==> config.mk <==
export PLATFORM = sky130hd
export DESIGN_NAME = mem_ram_arbiter_flat
export DESIGN_NICKNAME = d
export VERILOG_FILES = /design/src/rtl/mem_arb_pkg.sv /design/src/rtl/mem_ram_arbiter_if.sv /design/src/rtl/mem_arb_rr_pick.sv /design/src/rtl/mem_ram_arbiter.sv /design/src/flat_wrapper.sv
export SDC_FILE = /design/constraint.sdc
export NUM_CORES = 1
export LEC_CHECK = 0
export CORE_AREA = 2 2 90 92
export DETAILED_ROUTE_END_ITERATION = 7
export DIE_AREA = 0 0 92 94
export DONT_BUFFER_PORTS = 1
export PLACE_DENSITY = 0.63
export SLEW_MARGIN = 0
export SYNTH_ARGS = -nofsm -noshare
export SYNTH_HDL_FRONTEND = slang
export SYNTH_HIERARCHICAL = 1
export SYNTH_SLANG_ARGS = --single-unit
==> constraint.sdc <==
create_clock -name clk -period 2.05 [get_ports clk]
set_input_delay 0.41 -clock clk [delete_from_list [all_inputs] [get_ports clk]]
set_output_delay 0.41 -clock clk [all_outputs]
set_load 0.02 [all_outputs]
==> src/rtl/mem_arb_pkg.sv <==
// Shared types and constants for the data-RAM arbiter.
// MEM_ARB_STATS_EN enables the optional per-port grant counters in the top level.
package mem_arb_pkg;

    typedef enum logic [1:0] {
        ST_IDLE = 2'd0,
        ST_OWN0 = 2'd1,
        ST_OWN1 = 2'd2
    } arb_state_e;

    localparam logic PORT0 = 1'b0;
    localparam logic PORT1 = 1'b1;

    localparam int DEF_AW = 8;
    localparam int DEF_DW = 32;

endpackage

==> src/rtl/mem_ram_arbiter_if.sv <==
// One requester port of the data-RAM arbiter.
// Handshake: the requester raises req with we/lock/addr/wdata and holds them stable until it sees
// gnt high in a cycle; that cycle performs the access. A read returns rdata with a 1-cycle rvalid pulse
// one cycle later. Dropping req before gnt cancels the request with no access.
interface mem_ram_arbiter_if
    import mem_arb_pkg::*;
#(
    parameter int AW = DEF_AW,
    parameter int DW = DEF_DW
);
    logic          req;
    logic          we;
    logic          lock;
    logic [AW-1:0] addr;
    logic [DW-1:0] wdata;
    logic          gnt;
    logic          rvalid;
    logic [DW-1:0] rdata;

    modport master (output req, we, lock, addr, wdata, input gnt, rvalid, rdata);
    modport slave  (input req, we, lock, addr, wdata, output gnt, rvalid, rdata);
endinterface

==> src/rtl/mem_arb_rr_pick.sv <==
// Round-robin choice between two requesters: on a tie the port that was not served last wins.
module mem_arb_rr_pick (
    input  logic req0,
    input  logic req1,
    input  logic last,
    output logic pick_valid,
    output logic pick
);
    always_comb begin
        pick_valid = req0 | req1;
        pick       = (req0 & req1) ? ~last : req1;
    end
endmodule

==> src/rtl/mem_ram_arbiter.sv <==
// Two-port round-robin arbiter for the single-port data RAM, with bounded burst lock and
// registered read return. Define MEM_ARB_STATS_EN to add saturating per-port grant counters.
module mem_ram_arbiter
    import mem_arb_pkg::*;
#(
    parameter int AW       = DEF_AW,
    parameter int DW       = DEF_DW,
    parameter int MAX_LOCK = 4
) (
    input  logic              clk,
    input  logic              rst,
    mem_ram_arbiter_if.slave  p0,
    mem_ram_arbiter_if.slave  p1,
    output logic [AW-1:0]     ram_addr,
    output logic              ram_we,
    output logic [DW-1:0]     ram_wdata,
    input  logic [DW-1:0]     ram_rdata,
`ifdef MEM_ARB_STATS_EN
    output logic [31:0]       stat_p0_cnt,
    output logic [31:0]       stat_p1_cnt,
`endif
    output logic [1:0]        dbg_state
);

    localparam int LCW = (MAX_LOCK > 1) ? $clog2(MAX_LOCK) : 1;
    localparam logic [LCW-1:0] LOCK_LAST = LCW'(MAX_LOCK - 1);

    arb_state_e     state_q, state_d;
    logic           last_q, last_d;
    logic [LCW-1:0] lock_cnt_q, lock_cnt_d;
    logic           rvalid0_q, rvalid0_d, rvalid1_q, rvalid1_d;
    logic [DW-1:0]  rdata0_q, rdata0_d, rdata1_q, rdata1_d;

    logic gnt0, gnt1;
    logic own1, x_req, x_lock, y_req;
    logic pick_last, pick_valid, pick;

    assign own1   = (state_q == ST_OWN1);
    assign gnt0   = (state_q == ST_OWN0) & p0.req;
    assign gnt1   = own1 & p1.req;
    assign x_req  = own1 ? p1.req  : p0.req;
    assign x_lock = own1 ? p1.lock : p0.lock;
    assign y_req  = own1 ? p0.req  : p1.req;

    // While owning, treating the owner as "last" turns the picker into the hand-off rule:
    // the other port if it waits, else the owner again, else nobody.
    assign pick_last = (state_q == ST_IDLE) ? last_q : own1;

    mem_arb_rr_pick u_pick (
        .req0       (p0.req),
        .req1       (p1.req),
        .last       (pick_last),
        .pick_valid (pick_valid),
        .pick       (pick)
    );

    always_comb begin
        state_d    = ST_IDLE;
        lock_cnt_d = '0;
        last_d     = last_q;
        ram_addr   = '0;
        ram_we     = 1'b0;
        ram_wdata  = '0;

        if (gnt0) begin
            ram_addr  = p0.addr;
            ram_we    = p0.we;
            ram_wdata = p0.wdata;
            last_d    = PORT0;
        end else if (gnt1) begin
            ram_addr  = p1.addr;
            ram_we    = p1.we;
            ram_wdata = p1.wdata;
            last_d    = PORT1;
        end
        ram_we = ram_we & ~rst;

        case (state_q)
            ST_OWN0, ST_OWN1: begin
                if (x_req && x_lock && ((lock_cnt_q < LOCK_LAST) || !y_req)) begin
                    state_d    = state_q;
                    lock_cnt_d = (lock_cnt_q == LOCK_LAST) ? lock_cnt_q : lock_cnt_q + LCW'(1);
                end else if (pick_valid) begin
                    state_d = pick ? ST_OWN1 : ST_OWN0;
                end
            end
            default: begin
                if (pick_valid) state_d = pick ? ST_OWN1 : ST_OWN0;
            end
        endcase

        rvalid0_d = gnt0 & ~p0.we;
        rvalid1_d = gnt1 & ~p1.we;
        rdata0_d  = rvalid0_d ? ram_rdata : rdata0_q;
        rdata1_d  = rvalid1_d ? ram_rdata : rdata1_q;
    end

    always_ff @(posedge clk) begin
        if (rst) begin
            state_q    <= ST_IDLE;
            last_q     <= PORT1;
            lock_cnt_q <= '0;
            rvalid0_q  <= 1'b0;
            rvalid1_q  <= 1'b0;
            rdata0_q   <= '0;
            rdata1_q   <= '0;
        end else begin
            state_q    <= state_d;
            last_q     <= last_d;
            lock_cnt_q <= lock_cnt_d;
            rvalid0_q  <= rvalid0_d;
            rvalid1_q  <= rvalid1_d;
            rdata0_q   <= rdata0_d;
            rdata1_q   <= rdata1_d;
        end
    end

    assign p0.gnt    = gnt0;
    assign p1.gnt    = gnt1;
    assign p0.rvalid = rvalid0_q;
    assign p1.rvalid = rvalid1_q;
    assign p0.rdata  = rdata0_q;
    assign p1.rdata  = rdata1_q;
    assign dbg_state = state_q;

`ifdef MEM_ARB_STATS_EN
    logic [31:0] stat0_q, stat0_d, stat1_q, stat1_d;

    always_comb begin
        stat0_d = (gnt0 && (stat0_q != '1)) ? stat0_q + 32'd1 : stat0_q;
        stat1_d = (gnt1 && (stat1_q != '1)) ? stat1_q + 32'd1 : stat1_q;
    end

    always_ff @(posedge clk) begin
        if (rst) begin
            stat0_q <= '0;
            stat1_q <= '0;
        end else begin
            stat0_q <= stat0_d;
            stat1_q <= stat1_d;
        end
    end

    assign stat_p0_cnt = stat0_q;
    assign stat_p1_cnt = stat1_q;
`endif

endmodule

==> src/flat_wrapper.sv <==
// flat-port wrapper written by rule: the top's interface ports become plain ports
module mem_ram_arbiter_flat import mem_arb_pkg::*;
#(
    parameter int AW       = DEF_AW,
    parameter int DW       = DEF_DW,
    parameter int MAX_LOCK = 4
)
  (clk, rst, ram_addr, ram_we, ram_wdata, ram_rdata, dbg_state, p0_req, p0_we, p0_lock, p0_addr, p0_wdata, p0_gnt, p0_rvalid, p0_rdata, p1_req, p1_we, p1_lock, p1_addr, p1_wdata, p1_gnt, p1_rvalid, p1_rdata);
  mem_ram_arbiter_if #(.AW(AW), .DW(DW)) p0_i ();
  mem_ram_arbiter_if #(.AW(AW), .DW(DW)) p1_i ();
  input  logic clk;
  input  logic rst;
  output logic [AW-1:0] ram_addr;
  output logic ram_we;
  output logic [DW-1:0] ram_wdata;
  input  logic [DW-1:0] ram_rdata;
  output logic [1:0] dbg_state;
  input wire logic [$bits(p0_i.req)-1:0] p0_req;
  input wire logic [$bits(p0_i.we)-1:0] p0_we;
  input wire logic [$bits(p0_i.lock)-1:0] p0_lock;
  input wire logic [$bits(p0_i.addr)-1:0] p0_addr;
  input wire logic [$bits(p0_i.wdata)-1:0] p0_wdata;
  output wire logic [$bits(p0_i.gnt)-1:0] p0_gnt;
  output wire logic [$bits(p0_i.rvalid)-1:0] p0_rvalid;
  output wire logic [$bits(p0_i.rdata)-1:0] p0_rdata;
  input wire logic [$bits(p1_i.req)-1:0] p1_req;
  input wire logic [$bits(p1_i.we)-1:0] p1_we;
  input wire logic [$bits(p1_i.lock)-1:0] p1_lock;
  input wire logic [$bits(p1_i.addr)-1:0] p1_addr;
  input wire logic [$bits(p1_i.wdata)-1:0] p1_wdata;
  output wire logic [$bits(p1_i.gnt)-1:0] p1_gnt;
  output wire logic [$bits(p1_i.rvalid)-1:0] p1_rvalid;
  output wire logic [$bits(p1_i.rdata)-1:0] p1_rdata;
  assign p0_i.req = p0_req;
  assign p0_i.we = p0_we;
  assign p0_i.lock = p0_lock;
  assign p0_i.addr = p0_addr;
  assign p0_i.wdata = p0_wdata;
  assign p0_gnt = p0_i.gnt;
  assign p0_rvalid = p0_i.rvalid;
  assign p0_rdata = p0_i.rdata;
  assign p1_i.req = p1_req;
  assign p1_i.we = p1_we;
  assign p1_i.lock = p1_lock;
  assign p1_i.addr = p1_addr;
  assign p1_i.wdata = p1_wdata;
  assign p1_gnt = p1_i.gnt;
  assign p1_rvalid = p1_i.rvalid;
  assign p1_rdata = p1_i.rdata;
  mem_ram_arbiter #(.AW(AW), .DW(DW), .MAX_LOCK(MAX_LOCK)) u_core (.clk(clk), .rst(rst), .p0(p0_i), .p1(p1_i), .ram_addr(ram_addr), .ram_we(ram_we), .ram_wdata(ram_wdata), .ram_rdata(ram_rdata), .dbg_state(dbg_state));
endmodule
; ---- Word level (Yosys, flattened, before mapping)
; Index checks and enable logic that the tools add are counted.
[word_totals]
ff_bits = 71
wordCells = 51
input_bits = 120
[classes]
reduce_logical = 8
magnitude_cmp = 1
bitwise_logic = 13
n_addsub = 1
mux = 17
eq_ne = 4
[op_table]
columns = operator, n
row1 = $mux W32, 2
row2 = $mux W8, 2
row3 = $mux W1, 9
row4 = $mux W2, 4
row5 = $and A1 B1 Y1, 6
row6 = $not A1 Y1, 6
row7 = $eq A2 B2 Y1 const B, 2
row8 = $reduce_or A3 Y1, 1
row9 = $add A2 B1 Y2 const B, 1
row10 = $eq A2 B1 Y1 const B, 1
row11 = $logic_and A1 B1 Y1, 2
row12 = $logic_not A2 Y1, 1
row13 = $lt A2 B2 Y1 const B, 1
row14 = $ne A2 B2 Y1 const B, 1
row15 = $reduce_bool A2 Y1, 1
row16 = $reduce_or A2 Y1, 1
row17 = $logic_not A1 Y1, 1
row18 = $logic_or A1 B1 Y1, 1
row19 = $or A1 B1 Y1, 1

; ---- Logic depth before layout (Yosys ltp)
[depth]
ltp_word = 8
depth_mapped = 7
depth_no_buf = 6

; ---- Cells and area by module
; Netlist, hierarchy kept.
[by_module_without_submodules]
columns = mod, area_per_inst_um2, instances, seq_area_each_um2, cells_each
row1 = mem_ram_arbiter, 2955.3, 1, 1421.4, 302
row2 = mem_arb_rr_pick, 13.8, 1, 0.0, 2

; ---- Worst setup path after synthesis
; No wires, ideal clock.
[synth_path]
path_type = register to output
from = register u_core.state_q[1], in the netlist u_core/dbg_state[1]
to = output ram_we
required_ns = 1.640
arrival_ns = 1.689
slack_ns = -0.049
path_stages_with_launch = 8
cell_sequence = dfxtp_1 -> inv_1 -> ha_1 -> nand2_4 -> inv_2 -> a21oi_4 -> buf_6 -> a21boi_1
[synth_via]
elab_chain_len = 5
elab_cells_between_ends = 7
classes_between = eq/ne: 2 / mux: 2 / bitwise: 3
[synth_lines]
columns = item, line
row1 = from (decl), mem_ram_arbiter.sv:28  ; arb_state_e state_q, state_d;
row2 = from (signal assigned), mem_ram_arbiter.sv:108  ; state_q <= state_d;
row3 = $eq A2 B2 Y1, mem_ram_arbiter.sv:38  ; assign own1 = (state_q == ST_OWN1);
row4 = $and A1 B1 Y1, mem_ram_arbiter.sv:40  ; assign gnt1 = own1 & p1.req;
row5 = $mux W1, mem_ram_arbiter.sv:70  ; end else if (gnt1) begin
row6 = $mux W1 (*), mem_ram_arbiter.sv:65  ; if (gnt0) begin
row7 = $and A1 B1 Y1 (*), mem_ram_arbiter.sv:76  ; ram_we = ram_we & ~rst;
row8 = to (decl), flat_wrapper.sv:14  ; output logic ram_we;
; Mark *: on every way between the ends. The rest lies on a longest branch, timed or not.

; ---- Worst setup path in the final report
[layout_path]
from = register u_core.state_q[0], in the netlist u_core/dbg_state[0]
to = output ram_addr[0]
[layout_via]
elab_chain_len = 4
elab_cells_between_ends = 6
classes_between = eq/ne: 2 / mux: 2 / bitwise: 2
[layout_lines]
columns = item, line
row1 = $eq A2 B2 Y1, mem_ram_arbiter.sv:38
row2 = $and A1 B1 Y1, mem_ram_arbiter.sv:40
row3 = $mux W8, mem_ram_arbiter.sv:70
row4 = $mux W8 (*), mem_ram_arbiter.sv:65
row5 = to (decl), flat_wrapper.sv:13  ; output logic [AW-1:0] ram_addr;
; Marked as above.

==> results by group <==
Final layout
  – FILL cells: 702
  – Post-Layout Cell Count: 426
  – Most frequent cells in the layout: dfxtp_1, nand2_1, a22o_1
  – Area grow syn2layout: 25.1%
  – # nets final: 443
  – Leading cell type in the layout, fill and taps excluded: dfxtp_1
  – Layout cell share with drive strength beyond 1: slightly below 30%

Worst setup path
  – Setup crit end kind: output pin
  – Worst-path maximum fanout: 6
  – Reg-to-Reg End: u_core/dbg_state[0]
  – CP Class: flip-flop to output pin
  – R2r worst-path depth: 7
  – Worst r2r src: u_core/dbg_state[0]
  – Required time of the critical path: 1.64 ns
  – Startpoint Class: flip-flop
  – R2R Setup Slk: 0.40 ns
  – CP max stage cell: dfxtp_2
  – WP data arrival: 1.68 ns
  – Crit-path cells: buf_4 -> ha_4 -> nand2_4 -> and2_4 -> buf_12 -> a22o_1 -> buf_6
  – CP max stage delay: 0.33 ns

Global route
  – Vias in the first global route: roughly 2500
  – GRT Total Usage: 21.9%
  – First-pass GRT wire length: 14.1 mm
  – Total grt overflow: 0
  – Initial antenna violation count: 1
  – Largest net degree at the start of global routing: 43

Logic synthesis
  – Post-Syn Area per Cell: 9.77 um^2
  – Yosys cell types: 30
  – Sequential area share after synthesis: 47.9%
  – Dominant cell type by area after synthesis: dfxtp_1
  – Number of synthesized register bits: 71
  – FFs w/ async S/R, synth: 0%
  – Top FF cell, synth: dfxtp_1
  – Post-Syn Instances: 304
  – Post-synth EDFFs: 0
  – Yosys top cell area share: 47.9%
  – Top post-synthesis cells by area: dfxtp_1, a22o_1, nand2_1
  – Mapped Nets: roughly 430
  – Synth warn: 6
  – Synth Cell Area: 2970 um^2

Timing
  – RSZ-0062 raised after global routing: true
  – Worst hold margin: 0.149 ns
  – Finish-stage setup viols: 8
  – Final WS setup: -0.0422 ns
  – Fin crit period: 2.09 ns
  – Max_slew headroom: 74.0%
  – Least-Margin Pin Slew: roughly 0.39 ns
  – Max Clk Rate: 478 MHz
  – Final Hold Viols: 0
  – Tcrit/Tclk final: 102%
  – Final setup TNS: -0.222 ns
  – Final Max Slew Viols: 0
  – Clock Skew: 0.00555 ns

Status
  – Failing checks: setup timing
  – Status: finished, violations left

Power
  – Max IR drop VDD: 0.000631 V
  – Pwr dens: 792 nW/um^2
  – Leakage: 0.00146 uW

Floorplanning
  – Die ar.: between 8000 and 9000 um^2
  – Die Span Y: 94 um
  – Initial core utilization: between 30% and 40%
  – FP Rows: 32
  – I/O pins: 231
  – Die X: between 90 and 100 um
  – Core area: around 7600 um^2

Routing
  – DRC viols: 0
  – Final ANT Viol Nets: 0
  – Final wirelength: 10.0 mm
  – Vias/cell: 5.68
  – WL/cell: 23.6 um
  – Pre-antenna DRT Iters: 4
  – Vias: 2420
  – Initial detailed-routing violation count: 60

CTS
  – Sink Count: 71
  – Skew-Pair Late Insertion Delay: 0.33 ns
  – Clock slew at reported path FFs: 0.07 ns
  – Root buffer cell: clkbuf_8
  – Clock buffer depth: 2
  – Num CTS Buffers: 9
  – CTS tree: yes
  – H-tree Lvls: 3

Place
  – HPWL Detailed: 7.04 mm
  – Final GP Congestion: around 0.77
  – Dpl ws: 0.102 ns
  – Port bufs: 0
  – Dpl cells: 400

Min path
  – Hold path depth: 1
  – HP Class: primary input to flip-flop
  – Hold_sp: rst
  – End of the worst hold path: u_core/p1.rdata[23]

Job
  – Max_cap viols: 0
## per-stage QoR
stage | util (%) | total power, uW | area, um^2
floorplan | - | 1730 | 2970
global placement | 40.8 | 1770 | 3100
detailed placement | 40.8 | 1780 | 3100
CTS | 48.8 | 2970 | 3710
global route | 48.8 | 3050 | 3710
finish | 48.8 | 2940 | 3710
## registers in the layout, indices dropped and copies added, names as in the netlist
register,count
u_core/p0.rvalid,1
u_core/dbg_state,2
u_core/lock_cnt_q,2
u_core/p0.rdata,32
u_core/p1.rvalid,1
u_core/last_q,1
u_core/p1.rdata,32
## worst max path at each step
stage	start	endpoint	slack (ns)	depth (start not counted)
floorplan	u_core/dbg_state[1]	ram_we	0.06	7
global placement	u_core/dbg_state[0]	ram_addr[7]	0.16	7
detailed placement	u_core/dbg_state[0]	ram_addr[7]	0.10	7
CTS	u_core/dbg_state[0]	ram_wdata[18]	-0.1	7
global route	u_core/dbg_state[0]	ram_addr[0]	-0.10	7
finish	u_core/dbg_state[0]	ram_addr[0]	-0.04	7
## logic make-up after synthesis
| family | share of synthesized area (%) |
|---|---|
| AOI/OAI and AO/OA | 28.6 |
| and+or+nand+nor | 12.6 |
| DFF | 47.9 |
| buffers and inverters | 6.83 |
| muxes | 1.77 |
| adders and majority gates | 2.11 |
| xor gates and xnor gates | 0.295 |
## metal layers
metal  GRT usage [%]  up-vias  wire length, um
li1                -     1131                -
met2            38.0      144             5140
met3            9.63       30             1190
met1            20.4     1115             3180
met4            16.2        0              540
met5               0        -                0
## layout make-up
type                            count  area [um^2]  area share (%)
Antenna cell                        1         2.50          0.0674
Clock buffer                       10          138            3.71
Clock inverter                      6         67.6            1.82
Inverter                            4         15.0           0.404
Multi-Input combinational cell    203         1610            43.4
Sequential cell                    71         1430            38.4
Tap cell                          102          128            3.44
Timing Repair Buffer               29          324            8.73
## critical path, delay by kind of cell, from the launching register on
family / cells / cell delay [ns]
buffers and inverters: 3 / 0.41
flip-flops: 1 / 0.33
AND/OR/NAND/NOR: 2 / 0.30
adder cells (fa/ha/maj): 1 / 0.16
AO/OA/AOI/OAI: 1 / 0.16
## timing repair
action / CTS / global route
setup buffers: 7 / 1
gates cloned: 3 / 0
endpoints found under the setup margin: 41 / 40
hold buffers: 0 / 0
resized for setup: 65 / 6
pin swaps: 7 / 9
endpoints found under the hold margin: 0 / 0
## cell usage after synthesis, types with 2 or more instances
cell type	count
mux2_2	2
a22o_1	73
nand2b_1	3
mux2i_1	3
dfxtp_1	71
inv_1	3
buf_2	15
nand2_1	65
buf_4	3
nor3_1	2
a21boi_1	2
buf_6	8
nand3b_1	2
a21oi_1	32
ha_1	5
## where the power goes
part	leakage (uW)	switching [uW]	total [uW]	internal, uW
logic	0.000784	197	367	170
clock network	0.0000989	511	1110	599
registers	0.000575	54.2	1460	1410
total	0.00146	762	2940	2180
Power figures use the tool's default switching activity.
